**src/rtl/gate_op_pkg.sv**
```systemverilog
`default_nettype none
// ============================================================================
// Module      : gate_op_pkg
// Description : Shared types for the gate-op arbiter: op-code enum, FSM
//               state enum and the grant-counter width.
// Revision    : 1.0 - initial release
// ============================================================================
package gate_op_pkg;

    // Bitwise operation selected by each requester
    typedef enum logic [1:0] {
        OP_AND  = 2'd0,
        OP_OR   = 2'd1,
        OP_XOR  = 2'd2,
        OP_NAND = 2'd3
    } op_e;

    // Controller states: accept a request, evaluate it, hold the response
    typedef enum logic [1:0] {
        IDLE = 2'd0,
        EXEC = 2'd1,
        RESP = 2'd2
    } state_e;

    // Width of each per-requester grant statistics counter
    localparam int c_cnt_width = 16;

endpackage : gate_op_pkg
`default_nettype wire

```
**src/rtl/rr_arbiter.sv**
```systemverilog
`default_nettype none
// ============================================================================
// Module      : rr_arbiter
// Description : Combinational round-robin selector. Grants the first valid
//               requester at or after ptr in circular order (one-hot or zero).
// Revision    : 1.0 - initial release
// ============================================================================
module rr_arbiter #(
    parameter int NUM_REQ = 4,
    parameter int PTR_W   = (NUM_REQ > 1) ? $clog2(NUM_REQ) : 1
) (
    input  logic [NUM_REQ-1:0] valid,
    input  logic [PTR_W-1:0]   ptr,
    output logic [NUM_REQ-1:0] grant
);

    logic [PTR_W:0]   w_pos;
    logic [PTR_W-1:0] w_idx;
    logic             w_found;

    // Walk the requesters starting at ptr, wrapping, and keep the first valid
    always_comb begin
        grant   = '0;
        w_found = 1'b0;
        w_pos   = '0;
        w_idx   = '0;
        for (int k = 0; k < NUM_REQ; k++) begin
            w_pos = {1'b0, ptr} + (PTR_W+1)'(k);
            if (w_pos >= (PTR_W+1)'(NUM_REQ)) begin
                w_pos = w_pos - (PTR_W+1)'(NUM_REQ);
            end
            w_idx = w_pos[PTR_W-1:0];
            if (!w_found && valid[w_idx]) begin
                grant[w_idx] = 1'b1;
                w_found      = 1'b1;
            end
        end
    end

endmodule : rr_arbiter
`default_nettype wire

```
**src/rtl/gate_op_arbiter.sv**
```systemverilog
`default_nettype none
// ============================================================================
// Module      : gate_op_arbiter
// Description : Round-robin arbiter in front of a shared bitwise gate unit
//               (AND/OR/XOR/NAND). One request in flight; IDLE -> EXEC -> RESP.
//               Optional macro GATE_OP_ARBITER_STATS_EN adds grant_cnt, a set
//               of per-requester 16-bit saturating handshake counters.
// Revision    : 1.0 - initial release
// ============================================================================
module gate_op_arbiter
    import gate_op_pkg::*;
#(
    parameter int NUM_REQ = 4,
    parameter int WIDTH   = 8
) (
    input  logic                                  clk,
    input  logic                                  rst,
    input  logic [NUM_REQ-1:0]                    req_valid,
    output logic [NUM_REQ-1:0]                    req_ready,
    input  logic [NUM_REQ*WIDTH-1:0]              req_a,
    input  logic [NUM_REQ*WIDTH-1:0]              req_b,
    input  logic [NUM_REQ*2-1:0]                  req_op,
    output logic                                  rsp_valid,
    input  logic                                  rsp_ready,
    output logic [((NUM_REQ > 1) ? $clog2(NUM_REQ) : 1)-1:0] rsp_id,
    output logic [WIDTH-1:0]                      rsp_data
`ifdef GATE_OP_ARBITER_STATS_EN
    ,
    output logic [NUM_REQ*c_cnt_width-1:0]        grant_cnt
`endif
);

    localparam int c_id_w = (NUM_REQ > 1) ? $clog2(NUM_REQ) : 1;

    state_e              r_state;
    state_e              w_next_state;
    logic [c_id_w-1:0]   r_rr_ptr;
    logic [WIDTH-1:0]    r_a;
    logic [WIDTH-1:0]    r_b;
    op_e                 r_op;
    logic [c_id_w-1:0]   r_id;

    logic [NUM_REQ-1:0]  w_grant;
    logic                w_hs;
    logic [c_id_w-1:0]   w_grant_idx;
    logic [WIDTH-1:0]    w_sel_a;
    logic [WIDTH-1:0]    w_sel_b;
    op_e                 w_sel_op;
    logic [WIDTH-1:0]    w_result;

    rr_arbiter #(
        .NUM_REQ (NUM_REQ),
        .PTR_W   (c_id_w)
    ) u_rr_arbiter (
        .valid (req_valid),
        .ptr   (r_rr_ptr),
        .grant (w_grant)
    );

    assign w_hs = |(req_valid & req_ready);

    // Decode the one-hot grant into an index and mux out that requester's operands
    always_comb begin
        w_grant_idx = '0;
        w_sel_a     = '0;
        w_sel_b     = '0;
        w_sel_op    = OP_AND;
        for (int i = 0; i < NUM_REQ; i++) begin
            if (w_grant[i]) begin
                w_grant_idx = c_id_w'(i);
                w_sel_a     = req_a[i*WIDTH +: WIDTH];
                w_sel_b     = req_b[i*WIDTH +: WIDTH];
                w_sel_op    = op_e'(req_op[i*2 +: 2]);
            end
        end
    end

    // Shared gate unit working on the captured operands
    always_comb begin
        w_result = '0;
        case (r_op)
            OP_AND:  w_result = r_a & r_b;
            OP_OR:   w_result = r_a | r_b;
            OP_XOR:  w_result = r_a ^ r_b;
            OP_NAND: w_result = ~(r_a & r_b);
            default: w_result = '0;
        endcase
    end

    // State register
    always_ff @(posedge clk or posedge rst) begin
        if (rst) begin
            r_state <= IDLE;
        end else begin
            r_state <= w_next_state;
        end
    end

    // Next-state logic
    always_comb begin
        w_next_state = r_state;
        case (r_state)
            IDLE:    if (w_hs) w_next_state = EXEC;
            EXEC:    w_next_state = RESP;
            RESP:    if (rsp_ready) w_next_state = IDLE;
            default: w_next_state = IDLE;
        endcase
    end

    // Outputs: grants only in IDLE and never while reset is held
    always_comb begin
        req_ready = '0;
        rsp_valid = 1'b0;
        if (r_state == IDLE && !rst) begin
            req_ready = w_grant;
        end
        if (r_state == RESP) begin
            rsp_valid = 1'b1;
        end
    end

    // Capture the granted request and advance the round-robin pointer past it
    always_ff @(posedge clk or posedge rst) begin
        if (rst) begin
            r_rr_ptr <= '0;
            r_a      <= '0;
            r_b      <= '0;
            r_op     <= OP_AND;
            r_id     <= '0;
        end else if (r_state == IDLE && w_hs) begin
            r_a  <= w_sel_a;
            r_b  <= w_sel_b;
            r_op <= w_sel_op;
            r_id <= w_grant_idx;
            if (w_grant_idx == c_id_w'(NUM_REQ - 1)) begin
                r_rr_ptr <= '0;
            end else begin
                r_rr_ptr <= w_grant_idx + c_id_w'(1);
            end
        end
    end

    // Register the result once in EXEC so it stays stable through RESP
    always_ff @(posedge clk or posedge rst) begin
        if (rst) begin
            rsp_data <= '0;
            rsp_id   <= '0;
        end else if (r_state == EXEC) begin
            rsp_data <= w_result;
            rsp_id   <= r_id;
        end
    end

`ifdef GATE_OP_ARBITER_STATS_EN
    for (genvar gi = 0; gi < NUM_REQ; gi++) begin : g_stats
        logic [c_cnt_width-1:0] r_cnt;

        // Saturating handshake counter for this requester
        always_ff @(posedge clk or posedge rst) begin
            if (rst) begin
                r_cnt <= '0;
            end else if (req_valid[gi] && req_ready[gi] && (r_cnt != '1)) begin
                r_cnt <= r_cnt + c_cnt_width'(1);
            end
        end

        assign grant_cnt[gi*c_cnt_width +: c_cnt_width] = r_cnt;
    end
`else
    // Statistics counters not built
`endif

endmodule : gate_op_arbiter
`default_nettype wire

```
**config.mk**
```make
export PLATFORM = sky130hd
export DESIGN_NAME = gate_op_arbiter
export DESIGN_NICKNAME = d
export VERILOG_FILES = /design/src/rtl/gate_op_pkg.sv /design/src/rtl/rr_arbiter.sv /design/src/rtl/gate_op_arbiter.sv
export SDC_FILE = /design/constraint.sdc
export NUM_CORES = 1
export LEC_CHECK = 0
export CORE_AREA = 2 2 77 79
export DETAILED_ROUTE_END_ITERATION = 7
export DIE_AREA = 0 0 79 81
export PLACE_DENSITY_LB_ADDON = 0.12
export SLEW_MARGIN = 25
export SYNTH_ARGS = -nofsm -noshare
export SYNTH_HDL_FRONTEND = slang
export SYNTH_HIERARCHICAL = 1
export SYNTH_SLANG_ARGS = --single-unit
```
**constraint.sdc**
```tcl
create_clock -name clk -period 6 [get_ports clk]
set_input_delay 1.2 -clock clk [delete_from_list [all_inputs] [get_ports clk]]
set_output_delay 1.2 -clock clk [all_outputs]
set_load 0.01 [all_outputs]
```
# Word-level counts from Yosys, hierarchy flattened
# Index checks and enable logic that the tools add are counted.
word_totals:
  wordCells: 110
  register_bits: 34
  out_inout_bits: 15
op_classes:
  add_sub_neg: 8
  order_cmp: 12
  mux: 49
  reduce_logical: 17
  eq_ne: 8
  bitwise_logic: 8
ops:
  columns: ["operator", "n"]
  rows:
  - ["2-to-1 mux 8 bit", 8]
  - ["case mux 8 bit (4 select lines)", 1]
  - ["2-to-1 mux 2 bit", 13]
  - ["2-to-1 mux 4 bit", 5]
  - ["2-to-1 mux 1 bit", 13]
  - ["< comparator 2 x 3 -> 1 bit (second input constant)", 4]
  - ["bitwise OR 4 bit", 3]
  - [">= comparator 3 bit (second input constant)", 3]
  - ["logical AND 1 bit", 9]
  - ["bitwise AND 8 bit", 1]
  - ["binary-select mux 1 bit (select 2 bit)", 4]
  - ["demux 1 bit (select 2 bit)", 4]
  - ["== test 2 bit (second input constant)", 4]
  - [">= comparator 2 x 1 -> 1 bit (second input constant)", 4]
  - ["inverter 8 bit", 1]
  - ["bitwise OR 8 bit", 1]
  - ["subtractor 2 x 1 -> 2 bit (second input constant)", 4]
  - ["XOR 8 bit", 1]
  - ["adder 2 x 2 -> 3 bit (second input constant)", 2]
  - ["case mux 2 bit (3 select lines)", 1]
  - ["bitwise AND 4 bit", 1]
  - ["== test 2 x 1 -> 1 bit (second input constant)", 2]
  - ["zero test 1 bit", 4]
  - ["zero test 2 bit", 2]
  - ["other kinds (6)", 7]

# Longest topological paths before layout
# Gate-level depths: netlist of run 1.
depth:
  word_depth: 19
  mapped_depth: 13

# Cells and area by module
# Netlist of run 1, hierarchy kept.
modules_own_cells:
  columns: ["module", "cells_each", "area_per_inst_um2", "instances", "seq_area_each_um2"]
  rows:
  - ["gate_op_arbiter", 236, 2379.8, 1, 850.8]
  - ["rr_arbiter", 30, 302.8, 1, 0.0]

# Worst setup path after synthesis of run 1
# Ideal clock, no wire load.
synth_timing:
  path_kind: "input-to-output"
  start: "in req_valid[3]"
  end: "out req_ready[3]"
  n_path_buf: 2
  required_ns: 4.800
  t_arrival_ns: 3.059
  path_slack_ns: 1.741
  path_stages: 6
  cell_sequence: "mux4_2 -> nor4b_4 -> a221o_1 -> buf_6 -> clkbuf_1 -> and2_1"
synth_between:
  elab_chain_len: 13
  elab_cells_between_ends: 25
synth_lines:
  columns: ["element", "line", "text"]
  rows:
  - ["start: declaration", "gate_op_arbiter.sv:18", "input logic [NUM_REQ-1:0] req_valid,"]
  - ["binary-select mux 1 bit (select 2 bit)", "rr_arbiter.sv:33", "if (!w_found && valid[w_idx]) begin"]
  - ["2-to-1 mux 1 bit (not written as such)", "rr_arbiter.sv:33", null]
  - ["2-to-1 mux 1 bit", "rr_arbiter.sv:33", null]
  - ["zero test 1 bit", "rr_arbiter.sv:33", null]
  - ["logical AND 1 bit", "rr_arbiter.sv:33", null]
  - ["2-to-1 mux 1 bit", "rr_arbiter.sv:33", null]
  - ["zero test 1 bit", "rr_arbiter.sv:33", null]
  - ["logical AND 1 bit", "rr_arbiter.sv:33", null]
  - ["2-to-1 mux 1 bit", "rr_arbiter.sv:33", null]
  - ["zero test 1 bit", "rr_arbiter.sv:33", null]
  - ["logical AND 1 bit", "rr_arbiter.sv:33", null]
  - ["2-to-1 mux 4 bit (*)", "rr_arbiter.sv:33", null]
  - ["via w_grant[3]", "gate_op_arbiter.sv:43", "logic [NUM_REQ-1:0] w_grant;"]
  - ["2-to-1 mux 4 bit (*)", "gate_op_arbiter.sv:114", "if (r_state == IDLE && !rst) begin"]
  - ["end: declaration", "gate_op_arbiter.sv:19", "output logic [NUM_REQ-1:0] req_ready,"]
# Mark *: on every way through the listed nets, which the timed path passes. The rest lies on a longest branch. The select of a mux whose other input is x is not followed.

# Final worst setup path of run 1
layout_timing:
  start: "in req_valid[1]"
  end: "out req_ready[1]"
# Same word-level chain as after synthesis.

==> results of run 1 <==
[layout by cell type, fill, tap and decap left out]
cell / n
nor2b_1: 1
nor3b_2: 1
clkbuf_8: 5
clkbuf_1: 2
buf_4: 6
nor2_1: 7
a221o_2: 1
and2_1: 4
o21a_1: 17
a221o_1: 3
mux4_1: 1
o211ai_2: 9
a22oi_1: 27
a22oi_2: 9
o21ai_0: 21
ha_1: 22
nand2_1: 25
nor4b_4: 2
inv_1: 20
clkdlybuf4s50_1: 93
mux4_2: 3
dfrtp_1: 34
nand2b_1: 2
mux2_2: 20
nor3_2: 1
bufinv_16: 1
a21boi_4: 1
a21oi_1: 4
nand3b_1: 1
a221oi_1: 1
o211ai_1: 8
[per-layer routing]
metal	GRT usage (%)	wire length, um	up-vias
li1	-	-	1151
met5	0	0	-
met2	36.2	3040	99
met1	28.2	2860	1068
met4	6.03	105	0
met3	4.44	502	10
[critical path: stages]
cell	delay, ps
clkdlybuf4s50_1	490
mux4_2	620
nor4b_4	400
a221o_1	370
and2_1	170
clkdlybuf4s50_1	540
[sequential cells by signal, indices dropped and copies added, names as in the netlist]
signal and count:
r_op 2, r_a 8, r_b 8, r_id 2, r_state 2, r_rr_ptr 2, rsp_id 2, rsp_data 8
[per-stage QoR]
step / hold slack (ps) / setup slack, ps / instance area, um2 / util (%) / cells
2_1_floorplan: 481 / 1740 / 2680 / - / 266
3_3_place_gp: 461 / 1110 / 3640 / 64.2 / 419
3_5_place_dp: 470 / 1040 / 3640 / 64.2 / 419
4_1_cts: 485 / 1030 / 3750 / 66.0 / 427
5_1_grt: 514 / 916 / 3750 / 66.0 / 427
6_report: 479 / 1020 / 3750 / 66.0 / 427
[path summary, 6_finish.rpt]
check                                   startpoint                      end  slack (ps)
max                                   req_valid[1]             req_ready[1]        1020
min reg2reg                rsp_data[4]$_DFFE_PP0N_  rsp_data[4]$_DFFE_PP0N_         480
max in group asynchronous                      rst       r_a[1]$_DFFE_PP0P_        4320
max reg2reg                r_rr_ptr[0]$_DFFE_PP0P_  r_rr_ptr[1]$_DFFE_PP0P_        1920
min                        rsp_data[4]$_DFFE_PP0N_  rsp_data[4]$_DFFE_PP0N_         480
min in group asynchronous                      rst      r_id[1]$_DFFE_PP0P_        1360
[where the power goes]
part           internal, mW  leakage [nW]  total [mW]  switching, mW
sequential            0.349         0.400       0.478          0.129
clock                 0.124        0.0524       0.205         0.0812
combinational         0.623          1.06        1.26          0.640
[kinds of logic after synthesis]
group | Yosys count | share of synthesized area, %
AOI/OAI and AO/OA | 101 | 29.9
muxes | 24 | 11.9
and+or+nand+nor | 44 | 9.00
buffers and inverters | 41 | 7.28
DFF | 34 | 31.7
adders and majority gates | 22 | 10.3
[layout make-up]
type,instances,area [um2]
timing repair buffer,99,976
clock inverter,1,30.0
inverter,20,75.1
fill,479,1930
tap,75,93.8
clock buffer,7,76.3
sequential,34,851
multi-input combinational,191,1650
==> impl_metrics.yaml, run 1 <==
synth:
  syn-num-nets: 367
  syn_inst: 266
  ys_seq_area_share_pct: 31.7
  synthTopCellsByArea: "dfrtp_1, ha_1, mux2_2"
  synth_area_leader_cell: "dfrtp_1"
  synth-main-ff-cell: "dfrtp_1"
  synth_most_common_cell: "dfrtp_1"
  ys_types: 29
  syn_avg_cell_area_um2: 10.1
  netlist_area_mm2: 0.00268
  synth-edff-count: 0
  async_flop_share_pct: 100
  synth.top_cell.area_share_pct: 31.7
  ys_seq_elements: 34
  synth_common_cells: "dfrtp_1, a22oi_1, nand2_1"
  ys_warn_count: 6
clocking:
  cts_tree: "built"
  htree_levels: 2
  clock_latency_ps: 290
  cts_hold_buffers: 0
  root_buffer: "clkbuf_8"
  clock-sinks: 34
  postCtsSetupBuffers: 0
  clk_transition_reported_paths_ps: 70
  cts_buffers: 5
  clock_path_buffers: 2
  cts_resized: 0
placement:
  dpl.hpwl_um: 4970
  io_buffers: 93
  place_congestion: 0.872
setup_path:
  end_kind: "output port"
  r2r.worst_path.cells: 10
  arrival_ps: 3780
  path_max_fanout: 10
  worstSetupStartpointType: "input pin"
  cp.required_ps: 4800
  path_class: "in2out"
flow_run:
  drv_cap: 0
timing:
  period_minus_slack_ps: 4980
  clock_skew_ps: 7.17
  finalHoldViolCount: 0
  finalCritPeriodShare_pct: 83.0
  tightest_slew_ps: 689
  relSlewSlack_pct: 53.9
  setup_violations: 0
  rsz0062_at_grt: "no"
  tns_ps: 0
  drv_slew: 0
  clock.fmax_mhz: 201
finish:
  fin_nets: 452
  drive_above_1_share_pct: 16.8
  diodes: 0
  syn_to_final_growth_pct: 39.7
power_and_ir_drop:
  ir_worst_vdd_v: 0.000291
  total_power_mw: 1.95
  leakage_nw: 1.52
  powerDensity_mw_per_mm2: 519
drt:
  routed-via-count: 2328
  drtPass1Iterations: 4
  routed_via_density: 5.45
  drcViolationCount: 0
  routed_wl_um: 6510
  ant_nets: 0
  wl_per_cell_um: 15.3
  drt-initial-drc-count: 109
global_routing:
  track_usage_pct: 21.5
  grt_pass1_wl_um: 10900
  antenna_found_initial: 0
  grt_start_max_net_pins: 42
  gr-total-overflow: 0
  grt_pass1_vias: 2303
status:
  status: "completed"
floorplan:
  fp.dieW_um: 79
  fp.coreArea_mm2: 0.00568
  rows: 28
  start_util_pct: 47.3
  die-area_mm2: 0.00640
  fp.dieH_um: 81
  boundaryPins: 94
worst_hold_path:
  min_path_type: "reg2reg"
  hold_depth: 2
Power figures use the tool's default switching activity.
==> run 2: changes to the inputs <==
- CORE_AREA: 2 2 77 79 -> 2 2 84 86
- DIE_AREA: 0 0 79 81 -> 0 0 86 88
- clock period: 6 -> 4.5 ns (I/O delays scaled with it)
==> impl_metrics.yaml, run 2 (synthesized netlist as in run 1, its figures left out) <==
status:
  status: "completed"
finish:
  nFillCells: 601
  final_common_cell: "clkdlybuf4s50_1"
  reg_top3: "r_a x8, r_b x8, rsp_data x8"
  drive_above_1_share_pct: 18.0
  mostFrequentLayoutCells: "clkdlybuf4s50_1, dfrtp_1, a22oi_1"
  fin_nets: 456
  multi_input_area_mm2: 0.00165
  syn_to_final_growth_pct: 41.0
  seqCellArea_um2: 851
  diodes: 0
drt:
  routed-via-count: 2265
  wl_per_cell_um: 15.0
  routed_via_density: 5.19
  drt-initial-drc-count: 67
  drcViolationCount: 0
  routed_wl_um: 6550
  drtPass1Iterations: 4
  ant_nets: 0
timing:
  relSlewSlack_pct: 52.0
  tightest_slew_ps: 718
  setup_violations: 0
  rsz0062_at_grt: "no"
  finalCritPeriodShare_pct: 94.5
  period_minus_slack_ps: 4250
  clock.fmax_mhz: 235
  tns_ps: 0
  finalHoldViolCount: 0
  fin_ws_ps: 249
  clock_skew_ps: 5.96
  drv_slew: 0
setup_path:
  worstSetupStartpointType: "input pin"
  r2r.worst_path.cells: 12
  cp.required_ps: 3600
  arrival_ps: 3350
  reg2reg_slack_ps: 1020
  end_kind: "output port"
  path_class: "in2out"
  path_max_fanout: 10
clocking:
  clock-sinks: 34
  htree_levels: 2
  postCtsSetupBuffers: 0
  clock_latency_ps: 280
  cts_buffers: 5
  cts_resized: 0
  cts_tree: "built"
  clock_path_buffers: 2
  cts_hold_buffers: 0
  clk_transition_reported_paths_ps: 70
  root_buffer: "clkbuf_8"
floorplan:
  fp.dieW_um: 86
  fp.coreArea_mm2: 0.00664
  boundaryPins: 94
  rows: 30
  die-area_mm2: 0.00757
  fp.dieH_um: 88
  start_util_pct: 40.4
global_routing:
  gr-total-overflow: 0
  grt_pass1_vias: 2278
  grt_pass1_wl_um: 10800
  track_usage_pct: 18.1
  antenna_found_initial: 0
  grt_start_max_net_pins: 40
worst_hold_path:
  hold_depth: 2
  min_path_type: "reg2reg"
placement:
  io_buffers: 93
  dpl.hpwl_um: 5080
  place_congestion: 0.885
  place_ws_ps: 243
power_and_ir_drop:
  leakage_nw: 1.54
  powerDensity_mw_per_mm2: 690
  ir_worst_vdd_v: 0.000321
flow_run:
  drv_cap: 0
-- run 2: cell type report --
cell class	instances	share of cell area, %
Clock buffer	7	2.28
Clock inverter	1	0.132
Inverter	20	1.99
Multi-Input combinational cell	191	43.5
Sequential cell	34	22.5
Tap cell	80	2.65
Timing Repair Buffer	103	26.9
-- run 2: path summary, 6_finish.rpt --
kind                                    startpoint                       to
max in group asynchronous                      rst       r_a[2]$_DFFE_PP0P_
hold / removal             rsp_data[0]$_DFFE_PP0N_  rsp_data[0]$_DFFE_PP0N_
hold reg to reg            rsp_data[0]$_DFFE_PP0N_  rsp_data[0]$_DFFE_PP0N_
setup reg to reg           r_rr_ptr[0]$_DFFE_PP0P_       r_a[5]$_DFFE_PP0P_
min in group asynchronous                      rst   r_state[1]$_DFFE_PP0P_
setup / recovery                      req_valid[1]             req_ready[2]
-- run 2: critical path, cell delays in order --
cell	delay, ps
clkdlybuf4s50_1	470
mux4_2	600
nor4b_4	380
a221o_1	310
and2_1	150
clkdlybuf4s50_1	530
-- run 2: per-layer routing --
metal	global-route usage, %	part of all wire [%]
met1	25.0	48
met2	29.7	45
met3	3.58	6.0
met4	3.46	0.61
met5	0	0
-- run 2: through the flow --
stage	util (%)	instance area, um2	power (mW)	hold slack [ps]	std cells
detailed placement	55.5	3690	2.40	471	428
global placement	55.5	3690	2.36	462	428
global route	56.9	3780	2.86	521	436
floorplan	-	2680	1.89	481	266
finish	56.9	3780	2.61	480	436
CTS	56.9	3780	2.64	487	436
-- run 2: power by group --
group          switching [mW]  internal (mW)
sequential              0.169          0.465
combinational           0.868          0.879
clock                   0.106          0.123
